[src/rtl/control_unit_if.sv]
// Bundle between the hardwired control unit and DataPath: instruction/condition
// inputs from DataPath and every control strobe the unit drives back into it.
interface control_unit_if;
  logic [31:0] IR;
  logic        CON;
  logic        PCout, IncPC, MARin, PCin, MDRin, MDRout, IRin, Yin;
  logic        Gra, Grb, Grc, Rin, Rout, BAout, Cout;
  logic        read, write, RAMenable;
  logic        ZLOin, ZMuxEnable, ZMuxOut, ZSelect;
  logic        conin;
  logic [4:0]  aluControl;
  logic        run;

  modport master (
    input  IR, CON,
    output PCout, IncPC, MARin, PCin, MDRin, MDRout, IRin, Yin,
    output Gra, Grb, Grc, Rin, Rout, BAout, Cout,
    output read, write, RAMenable,
    output ZLOin, ZMuxEnable, ZMuxOut, ZSelect,
    output conin, aluControl, run
  );

  modport slave (
    output IR, CON,
    input  PCout, IncPC, MARin, PCin, MDRin, MDRout, IRin, Yin,
    input  Gra, Grb, Grc, Rin, Rout, BAout, Cout,
    input  read, write, RAMenable,
    input  ZLOin, ZMuxEnable, ZMuxOut, ZSelect,
    input  conin, aluControl, run
  );
endinterface

[src/rtl/control_unit.sv]
// Hardwired control unit: steps each instruction through fetch T0-T2 and execute
// T3-T7 on the clock negedge, driving registered Moore strobes into DataPath.
module control_unit (
  input  logic           clock,
  input  logic           clear,
  control_unit_if.master bus
);

  typedef enum logic [3:0] {
    ST_RST, ST_T0, ST_T1, ST_T2, ST_T3, ST_T4, ST_T5, ST_T6, ST_T7, ST_HALT
  } state_t;

  typedef enum logic [2:0] {
    C_LD, C_LDI, C_ST, C_RFMT, C_IMM, C_BR, C_NOP, C_HALT
  } op_class_t;

  typedef struct packed {
    logic       pc_out, inc_pc, mar_in, pc_in, mdr_in, mdr_out, ir_in, y_in;
    logic       gra, grb, grc, r_in, r_out, ba_out, c_out;
    logic       rd, wr, ram_enable;
    logic       zlo_in, zmux_enable, zmux_out, zselect;
    logic       con_in;
    logic [4:0] alu;
    logic       run;
  } ctrl_t;

  function automatic op_class_t classify(input logic [4:0] op);
    op_class_t c;
    case (op)
      5'd0:                                       c = C_LD;
      5'd1:                                       c = C_LDI;
      5'd2:                                       c = C_ST;
      5'd3, 5'd4, 5'd5, 5'd6, 5'd7, 5'd8, 5'd9,
      5'd10, 5'd11:                               c = C_RFMT;
      5'd12, 5'd13, 5'd14:                        c = C_IMM;
      5'd18:                                      c = C_BR;
      5'd27:                                      c = C_HALT;
      default:                                    c = C_NOP;
    endcase
    return c;
  endfunction

  function automatic logic [4:0] imm_alu(input logic [4:0] op);
    logic [4:0] a;
    case (op)
      5'd12:   a = 5'b00011;
      5'd13:   a = 5'b00101;
      5'd14:   a = 5'b00110;
      default: a = 5'b00000;
    endcase
    return a;
  endfunction

  state_t    state_r, next_state_s;
  ctrl_t     ctrl_r, next_ctrl_s;
  logic [4:0] opcode_s;
  op_class_t  class_s;

  assign opcode_s = bus.IR[31:27];
  assign class_s  = classify(opcode_s);

  // Next state, then the strobes of that next state so they register with it.
  always_comb begin
    next_state_s = state_r;
    next_ctrl_s  = '0;
    case (state_r)
      ST_RST:  next_state_s = ST_T0;
      ST_T0:   next_state_s = ST_T1;
      ST_T1:   next_state_s = ST_T2;
      ST_T2: begin
        case (class_s)
          C_HALT:  next_state_s = ST_HALT;
          C_NOP:   next_state_s = ST_T0;
          default: next_state_s = ST_T3;
        endcase
      end
      ST_T3:   next_state_s = ST_T4;
      ST_T4:   next_state_s = ST_T5;
      ST_T5: begin
        case (class_s)
          C_LD, C_ST, C_BR: next_state_s = ST_T6;
          default:          next_state_s = ST_T0;
        endcase
      end
      ST_T6: begin
        case (class_s)
          C_LD, C_ST: next_state_s = ST_T7;
          default:    next_state_s = ST_T0;
        endcase
      end
      ST_T7:   next_state_s = ST_T0;
      ST_HALT: next_state_s = ST_HALT;
      default: next_state_s = ST_RST;
    endcase

    next_ctrl_s.run = 1'b1;
    case (next_state_s)
      ST_RST, ST_HALT: next_ctrl_s.run = 1'b0;
      ST_T0: begin
        next_ctrl_s.pc_out = 1'b1;
        next_ctrl_s.mar_in = 1'b1;
        next_ctrl_s.inc_pc = 1'b1;
      end
      ST_T1: begin
        next_ctrl_s.rd         = 1'b1;
        next_ctrl_s.ram_enable = 1'b1;
        next_ctrl_s.mdr_in     = 1'b1;
      end
      ST_T2: begin
        next_ctrl_s.mdr_out = 1'b1;
        next_ctrl_s.ir_in   = 1'b1;
      end
      ST_T3: begin
        case (class_s)
          C_LD, C_LDI, C_ST: begin
            next_ctrl_s.grb    = 1'b1;
            next_ctrl_s.ba_out = 1'b1;
            next_ctrl_s.y_in   = 1'b1;
          end
          C_RFMT, C_IMM: begin
            next_ctrl_s.grb   = 1'b1;
            next_ctrl_s.r_out = 1'b1;
            next_ctrl_s.y_in  = 1'b1;
          end
          C_BR: begin
            next_ctrl_s.gra    = 1'b1;
            next_ctrl_s.r_out  = 1'b1;
            next_ctrl_s.con_in = 1'b1;
          end
          default: next_ctrl_s.run = 1'b1;
        endcase
      end
      ST_T4: begin
        case (class_s)
          C_LD, C_LDI, C_ST: begin
            next_ctrl_s.c_out  = 1'b1;
            next_ctrl_s.alu    = 5'b00011;
            next_ctrl_s.zlo_in = 1'b1;
          end
          C_RFMT: begin
            next_ctrl_s.grc    = 1'b1;
            next_ctrl_s.r_out  = 1'b1;
            next_ctrl_s.alu    = opcode_s;
            next_ctrl_s.zlo_in = 1'b1;
          end
          C_IMM: begin
            next_ctrl_s.c_out  = 1'b1;
            next_ctrl_s.alu    = imm_alu(opcode_s);
            next_ctrl_s.zlo_in = 1'b1;
          end
          C_BR: begin
            next_ctrl_s.pc_out = 1'b1;
            next_ctrl_s.y_in   = 1'b1;
          end
          default: next_ctrl_s.run = 1'b1;
        endcase
      end
      ST_T5: begin
        case (class_s)
          C_LD, C_ST: begin
            next_ctrl_s.zmux_enable = 1'b1;
            next_ctrl_s.zmux_out    = 1'b1;
            next_ctrl_s.mar_in      = 1'b1;
          end
          C_LDI, C_RFMT, C_IMM: begin
            next_ctrl_s.zmux_enable = 1'b1;
            next_ctrl_s.zmux_out    = 1'b1;
            next_ctrl_s.gra         = 1'b1;
            next_ctrl_s.r_in        = 1'b1;
          end
          C_BR: begin
            next_ctrl_s.c_out  = 1'b1;
            next_ctrl_s.alu    = 5'b00011;
            next_ctrl_s.zlo_in = 1'b1;
          end
          default: next_ctrl_s.run = 1'b1;
        endcase
      end
      ST_T6: begin
        case (class_s)
          C_LD: begin
            next_ctrl_s.rd         = 1'b1;
            next_ctrl_s.ram_enable = 1'b1;
            next_ctrl_s.mdr_in     = 1'b1;
          end
          C_ST: begin
            next_ctrl_s.gra    = 1'b1;
            next_ctrl_s.r_out  = 1'b1;
            next_ctrl_s.mdr_in = 1'b1;
          end
          C_BR: begin
            // CON was loaded in T3 and is stable here, so sampling it on entry to T6 is exact.
            next_ctrl_s.zmux_enable = 1'b1;
            next_ctrl_s.zmux_out    = 1'b1;
            next_ctrl_s.pc_in       = bus.CON;
          end
          default: next_ctrl_s.run = 1'b1;
        endcase
      end
      ST_T7: begin
        case (class_s)
          C_LD: begin
            next_ctrl_s.mdr_out = 1'b1;
            next_ctrl_s.gra     = 1'b1;
            next_ctrl_s.r_in    = 1'b1;
          end
          C_ST: begin
            next_ctrl_s.wr         = 1'b1;
            next_ctrl_s.ram_enable = 1'b1;
          end
          default: next_ctrl_s.run = 1'b1;
        endcase
      end
      default: next_ctrl_s.run = 1'b0;
    endcase
  end

  // State and strobe registers advance together on the negedge; clear zeroes both at once.
  always_ff @(negedge clock or negedge clear) begin
    if (!clear) begin
      state_r <= ST_RST;
      ctrl_r  <= '0;
    end else begin
      state_r <= next_state_s;
      ctrl_r  <= next_ctrl_s;
    end
  end

  assign bus.PCout      = ctrl_r.pc_out;
  assign bus.IncPC      = ctrl_r.inc_pc;
  assign bus.MARin      = ctrl_r.mar_in;
  assign bus.PCin       = ctrl_r.pc_in;
  assign bus.MDRin      = ctrl_r.mdr_in;
  assign bus.MDRout     = ctrl_r.mdr_out;
  assign bus.IRin       = ctrl_r.ir_in;
  assign bus.Yin        = ctrl_r.y_in;
  assign bus.Gra        = ctrl_r.gra;
  assign bus.Grb        = ctrl_r.grb;
  assign bus.Grc        = ctrl_r.grc;
  assign bus.Rin        = ctrl_r.r_in;
  assign bus.Rout       = ctrl_r.r_out;
  assign bus.BAout      = ctrl_r.ba_out;
  assign bus.Cout       = ctrl_r.c_out;
  assign bus.read       = ctrl_r.rd;
  assign bus.write      = ctrl_r.wr;
  assign bus.RAMenable  = ctrl_r.ram_enable;
  assign bus.ZLOin      = ctrl_r.zlo_in;
  assign bus.ZMuxEnable = ctrl_r.zmux_enable;
  assign bus.ZMuxOut    = ctrl_r.zmux_out;
  assign bus.ZSelect    = ctrl_r.zselect;
  assign bus.conin      = ctrl_r.con_in;
  assign bus.aluControl = ctrl_r.alu;
  assign bus.run        = ctrl_r.run;

endmodule

[src/flat_wrapper.sv]
// flat-port wrapper written by rule: the top's interface ports become plain ports
module control_unit_flat 
  (clock, clear, bus_IR, bus_CON, bus_PCout, bus_IncPC, bus_MARin, bus_PCin, bus_MDRin, bus_MDRout, bus_IRin, bus_Yin, bus_Gra, bus_Grb, bus_Grc, bus_Rin, bus_Rout, bus_BAout, bus_Cout, bus_read, bus_write, bus_RAMenable, bus_ZLOin, bus_ZMuxEnable, bus_ZMuxOut, bus_ZSelect, bus_conin, bus_aluControl, bus_run);
  control_unit_if bus_i ();
  input  logic clock;
  input  logic clear;
  input wire logic [$bits(bus_i.IR)-1:0] bus_IR;
  input wire logic [$bits(bus_i.CON)-1:0] bus_CON;
  output wire logic [$bits(bus_i.PCout)-1:0] bus_PCout;
  output wire logic [$bits(bus_i.IncPC)-1:0] bus_IncPC;
  output wire logic [$bits(bus_i.MARin)-1:0] bus_MARin;
  output wire logic [$bits(bus_i.PCin)-1:0] bus_PCin;
  output wire logic [$bits(bus_i.MDRin)-1:0] bus_MDRin;
  output wire logic [$bits(bus_i.MDRout)-1:0] bus_MDRout;
  output wire logic [$bits(bus_i.IRin)-1:0] bus_IRin;
  output wire logic [$bits(bus_i.Yin)-1:0] bus_Yin;
  output wire logic [$bits(bus_i.Gra)-1:0] bus_Gra;
  output wire logic [$bits(bus_i.Grb)-1:0] bus_Grb;
  output wire logic [$bits(bus_i.Grc)-1:0] bus_Grc;
  output wire logic [$bits(bus_i.Rin)-1:0] bus_Rin;
  output wire logic [$bits(bus_i.Rout)-1:0] bus_Rout;
  output wire logic [$bits(bus_i.BAout)-1:0] bus_BAout;
  output wire logic [$bits(bus_i.Cout)-1:0] bus_Cout;
  output wire logic [$bits(bus_i.read)-1:0] bus_read;
  output wire logic [$bits(bus_i.write)-1:0] bus_write;
  output wire logic [$bits(bus_i.RAMenable)-1:0] bus_RAMenable;
  output wire logic [$bits(bus_i.ZLOin)-1:0] bus_ZLOin;
  output wire logic [$bits(bus_i.ZMuxEnable)-1:0] bus_ZMuxEnable;
  output wire logic [$bits(bus_i.ZMuxOut)-1:0] bus_ZMuxOut;
  output wire logic [$bits(bus_i.ZSelect)-1:0] bus_ZSelect;
  output wire logic [$bits(bus_i.conin)-1:0] bus_conin;
  output wire logic [$bits(bus_i.aluControl)-1:0] bus_aluControl;
  output wire logic [$bits(bus_i.run)-1:0] bus_run;
  assign bus_i.IR = bus_IR;
  assign bus_i.CON = bus_CON;
  assign bus_PCout = bus_i.PCout;
  assign bus_IncPC = bus_i.IncPC;
  assign bus_MARin = bus_i.MARin;
  assign bus_PCin = bus_i.PCin;
  assign bus_MDRin = bus_i.MDRin;
  assign bus_MDRout = bus_i.MDRout;
  assign bus_IRin = bus_i.IRin;
  assign bus_Yin = bus_i.Yin;
  assign bus_Gra = bus_i.Gra;
  assign bus_Grb = bus_i.Grb;
  assign bus_Grc = bus_i.Grc;
  assign bus_Rin = bus_i.Rin;
  assign bus_Rout = bus_i.Rout;
  assign bus_BAout = bus_i.BAout;
  assign bus_Cout = bus_i.Cout;
  assign bus_read = bus_i.read;
  assign bus_write = bus_i.write;
  assign bus_RAMenable = bus_i.RAMenable;
  assign bus_ZLOin = bus_i.ZLOin;
  assign bus_ZMuxEnable = bus_i.ZMuxEnable;
  assign bus_ZMuxOut = bus_i.ZMuxOut;
  assign bus_ZSelect = bus_i.ZSelect;
  assign bus_conin = bus_i.conin;
  assign bus_aluControl = bus_i.aluControl;
  assign bus_run = bus_i.run;
  control_unit u_core (.clock(clock), .clear(clear), .bus(bus_i));
endmodule
[config.mk]
export PLATFORM = sky130hd
export DESIGN_NAME = control_unit_flat
export DESIGN_NICKNAME = d
export VERILOG_FILES = /design/src/rtl/control_unit_if.sv /design/src/rtl/control_unit.sv /design/src/flat_wrapper.sv
export SDC_FILE = /design/constraint.sdc
export NUM_CORES = 1
export LEC_CHECK = 0
export CORE_MARGIN = 4
export CORE_UTILIZATION = 46
export CTS_CLUSTER_DIAMETER = 120
export DETAILED_ROUTE_END_ITERATION = 10
export PLACE_DENSITY = 0.94
export SYNTH_ARGS = -nofsm -noshare
export SYNTH_HDL_FRONTEND = slang
export SYNTH_SLANG_ARGS = --single-unit
[constraint.sdc]
create_clock -name clock -period 3.95 [get_ports clock]
set_input_delay 0.5925 -clock clock [delete_from_list [all_inputs] [get_ports clock]]
set_output_delay 0.5925 -clock clock [all_outputs]
set_load 0.02 [all_outputs]
==> flow_summary_export.csv, run 1 <==
group,metric,value,unit
clock_tree,hold_buffers,0,
floorplan,die_x,66.5,µm
power,power_switching,0.000395,W
worst_hold_path,min_to,"u_core.bus.run",
worst_hold_path,holdPathStages,1,
floorplan,die_area,0.00442,mm²
sta,setup_viol,0,
synthesis,syn_area_per_cell,10.4,µm²
floorplan,io_pins,64,
power,seqPwrFrac,0.437,
sta,hold_slack,0.571,ns
worst_setup_path,r2r_cells,4,
power,swShare,0.377,
sta,rsz0062_at_grt,"no",
power,combPwrFrac,0.418,
worst_setup_path,crit_slowest_cell,"clkdlybuf4s50_1",
synthesis,synthArstFlopShare,1.00,
detailed_routing,top_layer_used,"met4",
synthesis,ys_ff_latch,31,
synthesis,ys_seq_area_frac,0.494,
clock_tree,cts_tree,"done",
worst_setup_path,path_delay_family,"buffers and inverters",
power,power.density,498,mW/mm²
sta,setup_slack,0.0629,ns
placement,port_buffers,35,
worst_setup_path,r2r-end,"u_core.bus.PCout",
finish,nFillCells,247,
grt,grt-ovfl-total,0,
clock_tree,clkTransAtPathRegs,0.06,ns
synthesis,yosys.cell_types.count,51,
sta,slew_violations,0,
power,power,0.00105,W
worst_setup_path,rr_startpoint,"u_core.state_r[1]",
worst_setup_path,reg2reg_slack,2.22,ns
worst_setup_path,crit_chain,"clkdlybuf4s50_1",
clock_tree,cts_buffer_depth,2,
clock_tree,cts_setup_buffers,0,
synthesis,synth_top_area_share,0.494,
finish,nNetsFinal,236,
finish,largest_reg_flops,5,
clock_tree,root_buffer,"clkbuf_4",
grt,antenna_found_initial,0,
clock_tree,cts_resized,0,
finish,fin_util,0.667,
worst_setup_path,crit_required,3.36,ns
detailed_routing,drt_iter0_markers,63,
synthesis,syn_area,0.00157,mm²
finish,layoutNonFillerInstCount,244,
worst_setup_path,timing.critical_path.buf_inv,1,
placement,hpwl,2.66,mm
worst_setup_path,critPathArrivalTime,3.29,ns
grt,track_usage,0.179,
detailed_routing,met2_length,1.85,mm
detailed_routing,post-route-drc-count,0,
detailed_routing,wl_per_cell,14.5,µm
floorplan,placementRows,20,
power,vdd_drop_max,0.211,mV
synthesis,synth_flop_cell,"dfrtn_1",
synthesis,synth_cells,151,
worst_setup_path,critPathMaxFanout,1,
worst_hold_path,hold_start,"u_core.state_r[0]",
synthesis,synth_edf_count,0,
detailed_routing,vias_per_cell,5.40,
worst_hold_path,hold_path_class,"flop to flop",
detailed_routing,num_vias,1317,
detailed_routing,dr_wl_met3,235,µm
power,power_leakage,0.977,nW
run_status,status,"finished clean",
detailed_routing,met1_length,1.37,mm
synthesis,synth_area_leader_cell,"dfrtn_1",
floorplan,die_h,66.5,µm
clock_tree,clk-insertion-delay-late,0.31,ns
worst_setup_path,start_kind,"flop",
finish,final_layout_size_suffix_gt1_frac,0.210,
grt,grt_max_degree,32,
detailed_routing,totalWireLength,3.55,mm
placement,dp.cells,238,
floorplan,core-area,0.00315,mm²
clock_tree,cts-htree-levels,2,
detailed_routing,postRouteAntennaNets,0,
power,internal_power,0.000653,W
finish,area_delta_synth_final,33.9,%
synthesis,synth-warning-count,0,
placement,globalplace.congestion,0.909,
clock_tree,cts_buffers,5,
sta,finalHoldViolCount,0,
worst_setup_path,max_stage_delay,0.61,ns
run,maxCapViolations,0,
synthesis,synth_area_leaders,"dfrtn_1 49%, nand2_1 3.1%, o21ai_0 2.9%, buf_6 2.9%, nand2b_1 2.4%",
grt,grt_pass1_vias,1214,
clock_tree,clock_sinks,31,
grt,grt_pass1_wl,5.84,mm
power,clockPowerShare,0.145,
worst_setup_path,critPathKind,"flop to primary output",
floorplan,initial_core_util,0.498,
finish,insertedDiodeCount,0,
worst_setup_path,end_kind,"primary output",
detailed_routing,dr.pass1.iters,4,
sta,fin_skew,0.00530,ns
placement,preCtsSetupSlack,-0.334,ns
[cell type report]
type                    instances  area [µm²]  share of cell area
clock buffers                   6        41.3              0.0196
multi-input cells              99         682               0.324
well taps                      44        55.1              0.0262
repair buffers                 56         520               0.247
flip-flops and latches         31         776               0.369
inverters                       8        30.0              0.0143
[power groups by stage]
stage                     Combinational [W]  Sequential (W)  Clock [W]
after floorplan                    0.000253        0.000481          0
after global placement             0.000413        0.000457          0
after detailed placement           0.000427        0.000462          0
after CTS                          0.000430        0.000457   0.000158
after global routing               0.000474        0.000472   0.000179
final                              0.000438        0.000457   0.000152
[how the worst max path moves through the flow]
stage / from / to / slack, ns / cells after the start
2_1_floorplan: bus_IR[30] / u_core.bus.MARin / 0.27 / 5
3_3_place_gp: bus_IR[29] / u_core.bus.MARin / -0.31 / 5
3_5_place_dp: bus_IR[27] / u_core.bus.RAMenable / -0.33 / 5
4_1_cts: bus_IR[27] / u_core.bus.MARin / 0.009 / 5
5_1_grt: u_core.bus.Gra / bus_Gra / 0.001 / 1
6_report: u_core.bus.Gra / bus_Gra / 0.06 / 1
[per-layer routing]
| metal | global-route usage | up-vias |
|---|---|---|
| met5 | 0 | - |
| li1 | - | 631 |
| met3 | 0.0371 | 8 |
| met4 | 0.0964 | 0 |
| met1 | 0.219 | 618 |
| met2 | 0.292 | 60 |
[layout by cell type (no fill, tap or decap), drive strengths merged, types with 2 or more instances in the layout]
master,synthesis,routed
nor2b,2,2
o221ai,2,2
nor3,7,7
or3,2,2
o21ai,11,11
o31ai,3,3
nor2,10,10
dfrtn,31,31
o211ai,2,2
or4,3,3
nor4,2,2
clkbuf,3,6
clkdlybuf4s50,0,30
nand2,13,13
nand2b,7,7
a21boi,2,2
conb,1,2
nand3,3,3
a221o,2,2
o32a,2,2
inv,8,8
buf,11,21
a21oi,4,4
dlymetal6s2s,0,5
and2,2,2
[cells in the mapped netlist (2+ instances only)]
master / instances
a221o_1: 2
buf_6: 4
clkbuf_1: 3
o21ai_1: 2
inv_1: 8
nand2_1: 13
nor3_2: 2
o21ai_0: 9
buf_2: 3
dfrtn_1: 31
o221ai_1: 2
o32a_1: 2
nor3_1: 5
o31ai_1: 3
buf_4: 4
and2_1: 2
o211ai_1: 2
nor2b_1: 2
nand2b_1: 6
nand3_2: 2
a21oi_1: 4
or4_4: 2
nor2_1: 10
[kinds of logic after synthesis]
group / count (synthesis) / share of synthesized area
and+or+nand+nor: 60 / 0.253
buffers and inverters: 22 / 0.0836
AOI/OAI and AO/OA: 36 / 0.162
DFF: 31 / 0.494
xor gates and xnor gates: 1 / 0.00557
other: 1 / 0.00239
[through the flow]
| stage | instance area, µm² | TNS, ns |
|---|---|---|
| after floorplan | 1580 | 0 |
| after global placement | 2040 | -4.52 |
| final | 2100 | 0 |
| after detailed placement | 2040 | -5.42 |
| after CTS | 2080 | 0 |
| after global routing | 2100 | 0 |
Power figures use the tool's default switching activity.
==> inputs of run 2 (changes only) <==
--- a/config.mk
+++ b/config.mk
@@ -9,6 +9,7 @@
 export CORE_UTILIZATION = 46
 export CTS_CLUSTER_DIAMETER = 120
 export DETAILED_ROUTE_END_ITERATION = 10
+export GPL_ROUTABILITY_DRIVEN = 1
 export PLACE_DENSITY = 0.94
 export SYNTH_ARGS = -nofsm -noshare
 export SYNTH_HDL_FRONTEND = slang
==> results of run 2 <==
No change in the layout: final DEF, timing and power equal those of run 1.
==> inputs of run 3 (changes only) <==
--- a/config.mk
+++ b/config.mk
@@ -5,12 +5,13 @@
 export SDC_FILE = /design/constraint.sdc
 export NUM_CORES = 1
 export LEC_CHECK = 0
+export ABC_AREA = 1
 export CORE_MARGIN = 4
-export CORE_UTILIZATION = 46
+export CORE_UTILIZATION = 44
 export CTS_CLUSTER_DIAMETER = 120
 export DETAILED_ROUTE_END_ITERATION = 10
 export GPL_ROUTABILITY_DRIVEN = 1
-export PLACE_DENSITY = 0.94
+export PLACE_DENSITY = 0.93
 export SYNTH_ARGS = -nofsm -noshare
 export SYNTH_HDL_FRONTEND = slang
 export SYNTH_SLANG_ARGS = --single-unit
==> run 3 against run 2 <==
  * Via count is 1.1% higher
  * Hold slack worse by 0.017 ns
  * Sequential cell count is the same
  * Worst setup slack got worse by 0.0067 ns
  * Synthesized cell count rose by 14%
  * Global-route usage down 0.60 points
  * Die area decreased by 4.0%
  * Design area up 0.36%
  * Critical path type unchanged
==> flow_summary_export.csv, run 3 <==
group,metric,value,unit
clock_tree,clk-insertion-delay-late,0.32,ns
placement,port_buffers,35,
synthesis,synthMuxAreaShare,0,
worst_setup_path,r2r_cells,7,
synthesis,synth_top_area_share,0.541,
detailed_routing,post-route-drc-count,0,
floorplan,die_h,65.1,µm
power,power.density,518,mW/mm²
synthesis,synthSimpleGateAreaFrac,0.304,
worst_hold_path,holdPathStages,4,
synthesis,syn_area,0.00144,mm²
synthesis,synth_top_family_by_area,"simple AND/OR/NAND/NOR gates",
worst_setup_path,crit_slowest_cell,"clkdlybuf4s50_1",
worst_setup_path,timing.critical_path.buf_inv,1,
grt,grt_max_degree,32,
synthesis,synth-warning-count,0,
worst_setup_path,path_delay_family,"buffers and inverters",
worst_setup_path,crit_chain,"clkdlybuf4s50_1",
synthesis,synth_edf_count,0,
floorplan,die_x,65.1,µm
synthesis,synth_flop_cell,"dfrtn_1",
placement,post_dp_cell_area,0.00199,mm²
finish,mostFrequentLayoutCells,"42 x nand2_1, 31 x dfrtn_1, 29 x clkdlybuf4s50_1",
detailed_routing,drt_iter0_markers,34,
synthesis,synth_xor_area_frac,0,
detailed_routing,dr.pass1.iters,4,
floorplan,io_pins,64,
worst_setup_path,critPathKind,"flop to primary output",
clock_tree,clock_sinks,31,
clock_tree,cts_buffer_depth,2,
floorplan,initial_core_util,0.466,
finish,final_layout_size_suffix_gt1_frac,0.212,
detailed_routing,postRouteAntennaNets,0,
grt,grt_pass1_vias,1274,
finish,area_delta_synth_final,47.2,%
power,vdd_drop_max,0.188,mV
detailed_routing,wl_per_cell,11.6,µm
worst_hold_path,hold_start,"u_core.state_r[3]",
floorplan,core-area,0.00308,mm²
grt,grt_pass1_wl,5.40,mm
clock_tree,clkTransAtPathRegs,0.07,ns
synthesis,synth_area_leaders,"dfrtn_1 54%, nand2_1 11%, inv_1 7.3%, nand3_1 4.5%, nor2_1 4.2%",
synthesis,ys_ff_latch,31,
finish,largest_reg_flops,5,
synthesis,synthArstFlopShare,1.00,
worst_setup_path,critPathArrivalTime,3.30,ns
detailed_routing,vias_per_cell,4.76,
worst_setup_path,reg2reg_slack,2.46,ns
synthesis,synth_cells,172,
finish,insertedDiodeCount,0,
grt,grt-ovfl-total,0,
worst_setup_path,rr_startpoint,"u_core.state_r[1]",
worst_hold_path,min_to,"u_core.state_r[0]",
finish,nNetsFinal,270,
worst_setup_path,max_stage_delay,0.60,ns
run_status,status,"finished clean",
power,power_leakage,1.23,nW
worst_setup_path,crit_required,3.36,ns
synthesis,synth_area_leader_cell,"dfrtn_1",
placement,globalplace.congestion,0.858,
synthesis,synth.most_common_cell,"nand2_1",
sta,setup_viol,0,
grt,track_usage,0.173,
floorplan,placementRows,20,
sta,slew_violations,0,
finish,nFillCells,251,
grt,antenna_found_initial,0,
synthesis,ys_seq_area_frac,0.541,
clock_tree,cts_tree,"done",
run,maxCapViolations,0,
clock_tree,root_buffer,"clkbuf_4",
finish,final_common_cell,"nand2_1",
finish,final_area,0.00211,mm²
worst_setup_path,r2r-end,"u_core.bus.MARin",
sta,fin_skew,0.00340,ns
synthesis,syn_area_per_cell,8.34,µm²
synthesis,synthAdderAreaFrac,0,
power,power,0.00109,W
synthesis,synth_compound_area_frac,0.0558,
worst_setup_path,start_kind,"flop",
detailed_routing,num_vias,1332,
detailed_routing,totalWireLength,3.24,mm
synthesis,netlist_top_cells_count,"42 x nand2_1, 31 x dfrtn_1, 28 x inv_1, 16 x nor2_1, 13 x nand3_1",
floorplan,die_area,0.00424,mm²
sta,finalHoldViolCount,0,
synthesis,yosys.cell_types.count,22,
worst_setup_path,end_kind,"primary output",
worst_hold_path,hold_path_class,"flop to flop",
clock_tree,cts-htree-levels,2,
placement,hpwl,2.41,mm
clock_tree,cts_buffers,5,
worst_setup_path,critPathMaxFanout,1,
-- run 3: changes by cell type after synthesis, sizes merged, moves of 4 or more --
cell and change:
buf -9, nor2 +9, nand2b -7, nand4 +4
inv +25, nand3 +11, nor3 -5, nand2 +37
-- run 3: report_power, final --
part           internal [W]  switching (W)
combinational      0.000171       0.000250
sequential         0.000390      0.0000299
clock              0.000149       0.000103
-- run 3: how the worst max path moves through the flow --
stage	start	to	slack, ns	depth (start not counted)
global route	bus_IR[27]	u_core.bus.aluControl[0]	-0.01	10
finish	u_core.bus.aluControl[1]	bus_aluControl[1]	0.06	1
global placement	bus_IR[29]	u_core.bus.MARin	-0.21	11
floorplan	bus_IR[29]	u_core.bus.aluControl[0]	0.39	8
detailed placement	bus_IR[29]	u_core.bus.MARin	-0.24	11
CTS	u_core.bus.MARin	bus_MARin	0.04	1
-- run 3: metrics by stage --
| stage | cells | setup TNS (ns) | util | worst slack, ns | hold WS [ns] |
|---|---|---|---|---|---|
| after floorplan | 173 | 0 | - | 0.387 | 0.515 |
| after global placement | 271 | -2.88 | 0.646 | -0.210 | 0.548 |
| after detailed placement | 271 | -3.35 | 0.646 | -0.242 | 0.559 |
| after CTS | 279 | 0 | 0.674 | 0.0351 | 0.559 |
| after global routing | 280 | -0.0126 | 0.686 | -0.0126 | 0.616 |
| final | 280 | 0 | 0.686 | 0.0561 | 0.554 |
-- run 3: layer usage --
metal	vias up	routed length [µm]	global-route usage
met5	-	0	0
met4	0	60	0.0855
met3	6	273	0.0530
met2	62	1650	0.321
met1	608	1260	0.173
li1	656	-	-
-- run 3: area by class of cell --
type	count	area (µm²)	share of cell area
repair buffers	56	523	0.248
flip-flops and latches	31	776	0.367
clock buffers	6	51.3	0.0243
multi-input cells	108	548	0.259
inverters	33	124	0.0586
clock inverters	2	35.0	0.0166
well taps	44	55.1	0.0261
-- run 3: logic make-up (layout without fill, tap and decap cells) --
family | Yosys count | after routing
flip-flops | 31 | 31
buffers and inverters | 35 | 97
other | 1 | 2
AND/OR/NAND/NOR | 92 | 93
AO/OA/AOI/OAI | 13 | 13
-- run 3: repair_timing --
item | 4_1_cts | 5_1_grt
endpoints found under the setup margin | 0 | 9
hold buffers | 0 | 0
gates resized for setup | 0 | 9
buffers inserted | 0 | 0
